===== config.mk =====
export PLATFORM = sky130hd
export DESIGN_NAME = lutram_fifo_sync
export DESIGN_NICKNAME = d
export VERILOG_FILES = /design/src/rtl/lutram_fifo_sync.sv
export SDC_FILE = /design/constraint.sdc
export NUM_CORES = 1
export LEC_CHECK = 0
export ABC_AREA = 0
export ABC_CLOCK_PERIOD_IN_PS = 5000
export CAP_MARGIN = 20
export CORE_ASPECT_RATIO = 0.6
export CORE_UTILIZATION = 64
export CTS_BUF_LIST = sky130_fd_sc_hd__clkbuf_4 sky130_fd_sc_hd__clkbuf_8
export DETAILED_ROUTE_END_ITERATION = 10
export PLACE_DENSITY = 0.86
export SLEW_MARGIN = 5
export SYNTH_ARGS = -nofsm -noshare
export SYNTH_HDL_FRONTEND = slang
export SYNTH_SLANG_ARGS = --single-unit

===== constraint.sdc =====
create_clock -name CLK -period 5 [get_ports CLK]
set_clock_uncertainty 0.1 [all_clocks]
set_input_delay 1 -clock CLK [delete_from_list [all_inputs] [get_ports CLK]]
set_output_delay 1 -clock CLK [all_outputs]
set_load 0.005 [all_outputs]

===== src/rtl/lutram_fifo_sync.sv =====
// rtl/lutram_fifo_sync.sv - synchronous valid/ready FIFO on distributed RAM, first-word-fall-through
// Write is synchronous, read is asynchronous so the head word is always presented on RD_DAT.

module lutram_fifo_sync #(
  parameter int WIDTH  = 2,
  parameter int ADDR_W = 4
) (
  input  logic              CLK,
  input  logic              RESETN,
  input  logic              CLEAR,
  input  logic              WR_VLD,
  output logic              WR_RDY,
  input  logic [WIDTH-1:0]  WR_DAT,
  output logic              RD_VLD,
  input  logic              RD_RDY,
  output logic [WIDTH-1:0]  RD_DAT,
  output logic [ADDR_W:0]   LEVEL
);

  localparam int DEPTH = 1 << ADDR_W;

  logic [WIDTH-1:0] mem [DEPTH];

  // Pointers carry one extra wrap bit to tell full from empty.
  logic [ADDR_W:0] wr_ptr;
  logic [ADDR_W:0] rd_ptr;

  logic full;
  logic empty;
  logic push;
  logic pop;

  assign empty = (wr_ptr == rd_ptr);
  assign full  = (wr_ptr[ADDR_W] != rd_ptr[ADDR_W]) &&
                 (wr_ptr[ADDR_W-1:0] == rd_ptr[ADDR_W-1:0]);

  assign WR_RDY = !full;
  assign RD_VLD = !empty;

  assign push = WR_VLD && !full;
  assign pop  = RD_RDY && !empty;

  always_ff @(posedge CLK or negedge RESETN) begin
    if (!RESETN) begin
      wr_ptr <= '0;
      rd_ptr <= '0;
    end else if (CLEAR) begin
      wr_ptr <= '0;
      rd_ptr <= '0;
    end else begin
      if (push) wr_ptr <= wr_ptr + 1'b1;
      if (pop)  rd_ptr <= rd_ptr + 1'b1;
    end
  end

  // Storage is deliberately not reset so it maps onto LUT RAM.
  always_ff @(posedge CLK) begin
    if (push && !CLEAR) mem[wr_ptr[ADDR_W-1:0]] <= WR_DAT;
  end

  assign RD_DAT = mem[rd_ptr[ADDR_W-1:0]];
  assign LEVEL  = wr_ptr - rd_ptr;

endmodule


### Word-level counts from Yosys, hierarchy flattened

Memories as Yosys holds them, arrays and structs flattened.
Index checks and enable logic that the tools add are counted.

* add/subtract/negate cells: 3
* equality and inequality tests: 3
* multiplexer cells: 6
* reduce and logical (&&, ||, !) cells: 9

Operators with widths (count)
* $mux W5: 4
* $add A5 B1 Y5 const B: 2
* $eq A5 B5 Y1: 1
* $sub A5 B5 Y5: 1
* $eq A4 B4 Y1: 1
* $logic_and A1 B1 Y1: 4
* $reduce_bool A2 Y1: 2
* $logic_not A1 Y1: 3
* $mux W1: 2
* $ne A1 B1 Y1: 1

* register bits: 10
* memory bits (writable): 32
* input bits: 7
* output and inout bits: 9
* word-level logic and storage cells: 24
* memories kept: 1

Memories
* mem: words 16, bits a word 2, rd ports 1, clocked after memory_dff 0, write ports 1, line 22 `logic [WIDTH-1:0] mem [DEPTH];`

### Depth between registers and ports, before layout

* depth after elaboration: 7
* depth in mapped cells: 8
* depth with buffers taken out: 7

### Worst setup path after synthesis

Ideal clock, no wire load.

* path kind: register to output
* start: register wr_ptr[0]
* end: output port LEVEL[4]
* arrival time: 1.556 ns
* required time: 3.900 ns
* setup slack: 2.344 ns
* cell stages (with the launch flop): 8
* buffers on the path: 0
* path through: dfrtp_1 inv_1 ha_1 inv_1 fa_1 a21o_1 a21oi_1 xnor2_1

* word-level cells in the longest chain between the ends: 1

Ends and longest elaborated chain
* start: declaration: line 25 `logic [ADDR_W:0] wr_ptr;`
* start signal: assignment: line 51 `if (push) wr_ptr <= wr_ptr + 1'b1;`
* $sub A5 B5 Y5: line 62 `assign LEVEL = wr_ptr - rd_ptr;`
* end: declaration: line 17 `output logic [ADDR_W:0] LEVEL`

Every way passes these cells.

### Worst setup path after layout

* start: register rd_ptr[0]
* end: output port LEVEL[4]

* word-level cells in the longest chain between the ends: 1

Ends and longest elaborated chain
* start: declaration: line 26 `logic [ADDR_W:0] rd_ptr;`
* start signal: assignment: line 52 `if (pop) rd_ptr <= rd_ptr + 1'b1;`
* $sub A5 B5 Y5: line 62

Every way passes these cells.

==> reports/metrics.csv <==
metric,value,unit
multiInputGateArea,787,µm²
finalWeightedCongestion,0.882,
wl,4.47,mm
track_usage,30.2,%
ys_ff_latch,42,
avgViaCountPerCell,6.13,
cts_setup_buffers,0,
crit_path_start_kind,flip-flop,
cts_buffers,5,
numPortBuffers,15,
path_max_fanout,16,
netlist_area,2070,µm²
cap_violations,0,
antenna_left,0,
path_class,flip-flop to output pin,
area_growth_syn_to_layout,12.4,%
cts_root_buf,clkbuf_8,
cts_tree,yes,
core,2970,µm²
diodes,0,
vias,1336,
drt_iter0_drc,153,
rrSetupSlack,2210,ps
post_cts_resized,0,
fin_area,2330,µm²
nNetsFinal,192,
worstPathArrival,2590,ps
grt_first_pass_wirelength,6.93,mm
h-tree-depth,2,
seq_area,1210,µm²
final_cell_mix,"32 x edfxtp_1, 21 x nor2_1, 15 x clkdlybuf4s50_1",
min_period_over_period,73.7,%
n_fill_cell,198,
drc,0,
status,completed,
start_util,70.0,%
cts_buffer_depth,2,
avgSynthCellArea,13.0,µm²
first_global_vias,1366,
drive_gt1_share,9.09,%
placed_cell_area,2240,µm²
finalSetupViolCount,0,
cp.required,3900,ps
drt_pre_antenna_iters,4,
end_kind,output pin,
rsz0062_at_grt,no,
min_period,3690,ps
tightest_slew,555,ps
dp_hpwl,3.26,mm
r2r-start,rd_ptr[2],
clkTransAtPathRegs,80,ps
hold_buffers,0,
slew_headroom,62.9,%
chipWidth,75.5,µm
clock.fmax,271,MHz
crit_path_start,rd_ptr[0],
fin_setup_tns,0,ps
wire_per_inst,20.5,µm
powerDensity,347,nW/µm²
antenna_found_initial,0,
ios,16,
min_from,rd_ptr[4],
core.rowCount,15,
synth_cell_types,34,
insertion_delay,300,ps
die_h,46.1,µm
clkSinkCount,42,
mostFrequentLayoutCell,edfxtp_1,
hold_viol_final,0,
yosysWarningCount,0,
ys_seq_area_share,58.4,%
grt_max_degree,17,
synth_nets,176,
leakagePower,0.823,nW
hp-class,flip-flop to flip-flop,
fp.dieArea,3480,µm²
drv_slew,0,
syn_inst,159,
grt_overflow,0,
vdd_drop_max,237,µV
[power breakdown]
group	internal, mW	total (mW)	switching [mW]
registers	0.383	0.390	0.00706
clock network	0.0980	0.218	0.120
logic	0.101	0.201	0.100
[per-stage QoR]
stage	total power, mW	cells	worst slack, ps	utilization, %	hold slack [ps]
after global routing	0.838	218	1170	78.6	585
after CTS	0.811	218	1300	78.6	557
after global placement	0.586	210	1720	75.6	509
after floorplan	0.514	159	2340	-	472
final	0.809	218	1310	78.6	559
after detailed placement	0.596	210	1640	75.6	540
[worst max-delay path, cell delays in order (launching register included)]
cell,delay [ps]
dfrtp_1,330
buf_4,280
ha_1,210
inv_1,60
fa_1,410
a21o_1,180
a21oi_1,170
xnor2_1,130
clkdlybuf4s50_1,510
[synthesized netlist by cell type (all sizes together)]
| library cell | n | area share [%] |
|---|---|---|
| o2111ai | 1 | 0.42 |
| dfrtp | 10 | 12 |
| inv | 9 | 1.6 |
| nor2 | 21 | 3.8 |
| ha | 9 | 5.4 |
| xnor2 | 9 | 3.8 |
| and2 | 1 | 0.30 |
| nand2 | 10 | 1.8 |
| a22oi | 2 | 0.72 |
| xor2 | 3 | 1.6 |
| o211ai | 1 | 0.60 |
| nor2b | 1 | 0.30 |
| buf | 4 | 1.2 |
| clkbuf | 2 | 0.42 |
| dlygate4sd1 | 1 | 0.42 |
| nor3 | 4 | 0.97 |
| and4 | 1 | 0.42 |
| nand2b | 2 | 0.60 |
| mux2i | 10 | 4.8 |
| a21o | 2 | 0.72 |
| a21oi | 3 | 0.72 |
| o21ai | 5 | 1.2 |
| or3 | 1 | 0.30 |
| nand4 | 1 | 0.30 |
| mux4 | 4 | 4.3 |
| a221oi | 4 | 1.7 |
| nand3 | 1 | 0.24 |
| a211oi | 3 | 1.1 |
| fa | 1 | 0.97 |
| edfxtp | 32 | 46 |
| a2111oi | 1 | 0.72 |
[path summary, 6_finish.rpt]
kind                        endpoint  depth (start not counted)
max reg2reg                mem[2][0]                          6
min                        rd_ptr[4]                          2
min reg2reg                rd_ptr[4]                          2
max                         LEVEL[4]                          8
max in group asynchronous  wr_ptr[4]                          1
min in group asynchronous  wr_ptr[0]                          1
[cells by family after synthesis]
kind of cell               count (synthesis)  synth area share (%)
buffers and inverters                     16                  3.68
muxes                                     14                  9.17
DFF                                       42                  58.4
xor gates and xnor gates                  12                  5.43
adders and majority gates                 10                  6.39
AOI/OAI and AO/OA                         22                  7.90
and+or+nand+nor                           43                  9.05
[final cells by class]
cell class                 count  area share [%]
clock buffer                   5            2.95
multi-input combinational    101            33.7
sequential                    42            51.9
tap                           42            2.25
inverter                       9            1.45
timing repair buffer          16            6.76
clock inverter                 3           0.912
[metal layers]
layer | up-vias | part of all wire, % | global-route usage, %
li1 | 609 | - | -
met1 | 664 | 47 | 43.9
met2 | 56 | 45 | 45.2
met3 | 7 | 6.9 | 7.88
met4 | 0 | 1.1 | 9.26
met5 | - | 0 | 0
[flip-flops by register name, indices dropped and copies added, names as in the netlist]
name / flops
wr_ptr: 5
mem: 32
rd_ptr: 5
Note: power is estimated with default switching activity, not from simulation.
==> variant 1, RTL diff (same settings) <==
Make the reset (`RESETN`) synchronous in one clocked block. Comments in the files are not updated.
--- a/src/rtl/lutram_fifo_sync.sv
+++ b/src/rtl/lutram_fifo_sync.sv
@@ -42,3 +42,3 @@
 
-  always_ff @(posedge CLK or negedge RESETN) begin
+  always_ff @(posedge CLK) begin
     if (!RESETN) begin
Check against the original RTL: differs if RESETN is asserted again (counterexample within 4 cycles, from zero or initial values and one cycle with RESETN low); with RESETN held inactive, the same outputs for 10 cycles.
==> variant 1 against the unedited design <==
  * Via count decreased by 1.4%
  * Critical path depth decreased by 3
  * Area after synthesis unchanged
  * Cell area increased by 2.7%
  * First-iteration DRC count decreased by 23%
  * Non-clock buffer count decreased by 1
  * Final cell count decreased by 0.46%
  * Routed wire length decreased by 5.9%
  * Worst setup slack improved by 0.13 ns
  * Sequential cell count increased by 4
Power is not compared: it rests on default switching activity, and its combinational part moved more than twofold at a synthesized area within 25%.
==> variant 1: results <==
set metrics [dict create \
    holdWs_ns 0.458 \
    dp_hpwl_microns 3220 \
    netlist_top_cells_area "edfxtp_1 (46%), dfxtp_1 (14%), mux4_2 (8.7%)" \
    worst_pin_slew_ns 0.544 \
    finalWeightedCongestion 0.802 \
    synth_xor_area_frac 0.0501 \
    synth_nets 172 \
    fillers 172 \
    num_vias 1317 \
    reg2reg_slack_ns 2.65 \
    grt_pass1_wl_microns 6700 \
    ys_seq_area_frac 0.598 \
    synth_mux_area_frac 0.101 \
    dp_worst_setup_slack_ns 1.79 \
    crit_path_max_fanout 8 \
    synthCells 155 \
    min_from "rd_ptr[3]" \
    drtIter0Drc 118 \
    met3WireLength_microns 468 \
    viasPerCell 6.07 \
    status "completed" \
    wl_met2_microns 1880 \
    r2r-start "rd_ptr[2]" \
    grt.total_usage 0.287 \
    m1WireLength_microns 1820 \
    drive_gt1_frac 0.109 \
    synthDistinctLibCells 32 \
    dpl_cell_area_sq_mm 0.00226 \
    synth-compound-area-share 0.0591 \
    dp.cells 209 \
    yosys-top-cells-count "edfxtp_1 (32), nor2_1 (25), dfxtp_1 (14)" \
    async_flop_share 0 \
    routed_wl_microns 4210 \
    min_to "rd_ptr[3]" \
]
==> variant 1: cell count changes after synthesis, moves of 3 or more <==
| cell | change |
|---|---|
| dfxtp_1 | +14 |
| dfrtp_1 | -10 |
| mux2i_1 | -7 |
| a21oi_1 | +4 |
| a221oi_1 | -4 |
| mux4_2 | +4 |
| nand2_1 | -4 |
| nor2_1 | +4 |
| nor3_1 | -4 |
| xnor2_1 | -4 |
| xor2_1 | +3 |
==> variant 1: worst max-delay path, stage by stage (launching register included) <==
cell	delay (ns)
dfxtp_1	0.37
inv_1	0.12
ha_1	0.37
nand4_1	0.38
or2b_1	0.45
clkdlybuf4s50_1	0.48
==> variant 1: cell type report <==
class	count	area [sq um]	share of cell area
Tap cell	42	52.6	0.0219
Timing Repair Buffer	15	150	0.0627
Sequential cell	46	1240	0.518
Multi-Input combinational cell	99	792	0.331
Inverter	7	26.3	0.0110
Clock inverter	3	63.8	0.0266
Clock buffer	5	68.8	0.0287
==> variant 1: worst max path at each step <==
| stage | start | slack, ns | cells past startpoint | to |
|---|---|---|---|---|
| global placement | wr_ptr[0] | 1.85 | 8 | LEVEL[4] |
| global route | rd_ptr[2] | 1.34 | 5 | WR_RDY |
| CTS | wr_ptr[0] | 1.45 | 8 | LEVEL[4] |
| finish | rd_ptr[2] | 1.44 | 5 | WR_RDY |
| detailed placement | wr_ptr[0] | 1.79 | 8 | LEVEL[4] |
| floorplan | wr_ptr[0] | 2.41 | 7 | LEVEL[4] |
==> variant 1: metal layers <==
metal  vias to the layer above  global-route usage
li1                        598                   -
met2                        81               0.411
met1                       631               0.451
met3                         7              0.0744
met4                         0              0.0481
met5                         -                   0
==> variant 2, RTL diff (same flow settings) <==
Made on the original files. The parameter `ADDR_W` goes from 4 to 6.
--- a/src/rtl/lutram_fifo_sync.sv
+++ b/src/rtl/lutram_fifo_sync.sv
@@ -5,3 +5,3 @@
   parameter int WIDTH  = 2,
-  parameter int ADDR_W = 4
+  parameter int ADDR_W = 6
 ) (
Ports: changed (resized LEVEL); port bits go from 16 to 18. No check against the original RTL was run, so the function may have changed too.
==> variant 2 against the unedited design <==
  * Maximum frequency is 20% lower
  * First-iteration DRC count increased to 3.2 times the old value
  * Area after synthesis rose to 3.0 times the old value
  * Final cell count grew to 2.6 times the old value
  * Routed wire length increased to 3.0 times the old value
  * Sequential cell count grew 100
  * Count of clock-buffer cells in the layout increased by 12
  * Non-clock buffer count increased by 4
  * Global-route usage shrank 0.51 points
  * Critical endpoint is now RD_DAT[1]
  * Worst setup slack lost 0.90 ns
  * Cell area rose to 2.9 times the old value
  * Clock power grew to 3.7 times the old value
  * Total power grew to 3.0 times the old value
  * Register-to-register slack worse by 0.77 ns
==> variant 2: results <==
set metrics [dict create \
    largest_reg_flops 128 \
    routed_wl_microns 13400 \
    diodes 0 \
    report.final.setup_viol 0 \
    status "completed" \
    finalWeightedCongestion 0.903 \
    clk_path_buf_depth 2 \
    synthDistinctLibCells 41 \
    grt_pass1_wl_microns 21000 \
    clock_latency_ns 0.45 \
    crit_path_max_fanout 34 \
    dp_hpwl_microns 8650 \
    ctsResizeCount 0 \
    synth_xor_area_frac 0.0209 \
    synth_mux_area_frac 0.130 \
    numCtsBuffers 17 \
    netlist_top_cells_area "edfxtp_1 (61%), mux4_2 (8.6%), dfrtp_1 (5.6%)" \
    grt.total_usage 0.297 \
    drtAntennaViolNets 0 \
    p_leak_nw 2.19 \
    crit_arrival_ns 3.49 \
    drive_gt1_frac 0.138 \
    cts.root.buffer_cell "clkbuf_8" \
    grt_max_degree 65 \
    yosys-top-cells-count "edfxtp_1 (128), nor2_1 (82), mux4_2 (24)" \
    holdCritPathClass "reg -> reg" \
    ys_seq_area_frac 0.668 \
    max_slew_margin 0.290 \
    synth_nets 432 \
    drtIter0Drc 489 \
    nets 447 \
    ir_drop_v 0.000213 \
    port_buffers 17 \
    ys_warn_count 0 \
    synth_edf_count 128 \
    async_flop_share 0.0986 \
    post-cts-setup-buffer-count 0 \
    synth-compound-area-share 0.0341 \
    antenna_found_initial 0 \
    cts_max_level 4 \
    dr.pass1.iters 6 \
    fillers 583 \
    clkTransAtPathRegs_ns 0.07 \
    num_vias 3683 \
    synth_fa_ha_area_frac 0.0191 \
]
variant 2: cell types whose count changed in the layout (fill, tap and decap cells not counted), sizes merged, moves of 10 or more:
cell and change:
edfxtp +96, nor2 +61, mux4 +26, clkbuf +12
nand2 +12, nand3 +10
variant 2: path summary, 6_finish.rpt:
kind,startpoint,to,slack (ns),cells past startpoint
min reg2reg,wr_ptr[6],wr_ptr[6],0.49,2
max,rd_ptr[0],RD_DAT[1],0.41,7
min,wr_ptr[6],wr_ptr[6],0.49,2
max in group asynchronous,RESETN,rd_ptr[0],3.51,1
max reg2reg,rd_ptr[1],mem[63][1],1.44,8
min in group asynchronous,RESETN,rd_ptr[2],0.84,1
variant 2: power breakdown:
| group | leakage (nW) | internal [mW] | switching (mW) | total (mW) |
|---|---|---|---|---|
| sequential | 1.34 | 1.30 | 0.0450 | 1.34 |
| combinational | 0.687 | 0.165 | 0.121 | 0.286 |
| clock | 0.163 | 0.378 | 0.421 | 0.799 |
variant 2: routing by layer:
metal,up-vias,track usage,wire length [microns]
met1,1813,0.452,5770
li1,1605,-,-
met4,0,0.0907,219
met3,36,0.0970,1500
met2,229,0.409,5900
met5,-,0,0
variant 2: logic make-up after synthesis:
group	count (synthesis)
AOI/OAI and AO/OA	31
xor gates and xnor gates	15
adders and majority gates	9
buffers and inverters	37
DFF	142
muxes	42
and+or+nand+nor	140
variant 2: cell type report:
| cell class | count | area share |
|---|---|---|
| clock buffers | 17 | 0.0343 |
| clock inverters | 14 | 0.0152 |
| inverters | 13 | 0.00715 |
| multi-input cells | 237 | 0.278 |
| flip-flops and latches | 142 | 0.615 |
| well taps | 130 | 0.0238 |
| repair buffers | 20 | 0.0268 |
variant 2: through the flow:
stage,power [mW],worst slack [ns],std cells,area [sq um]
2_1_floorplan,1.56,1.84,416,6280
4_1_cts,2.44,0.385,573,6820
6_report,2.43,0.414,573,6820
3_5_place_dp,1.66,0.872,542,6480
5_1_grt,2.52,0.219,573,6820
3_3_place_gp,1.65,0.936,542,6480
variant 2: critical path: stages (launching register included):
cell and delay [ns]:
dfrtp_2 1.03, mux4_2 0.60, nand2_1 0.09, nand2_1 0.09, a21oi_1 0.20, a311oi_1 0.07, or4_1 0.49, clkdlybuf4s50_1 0.47
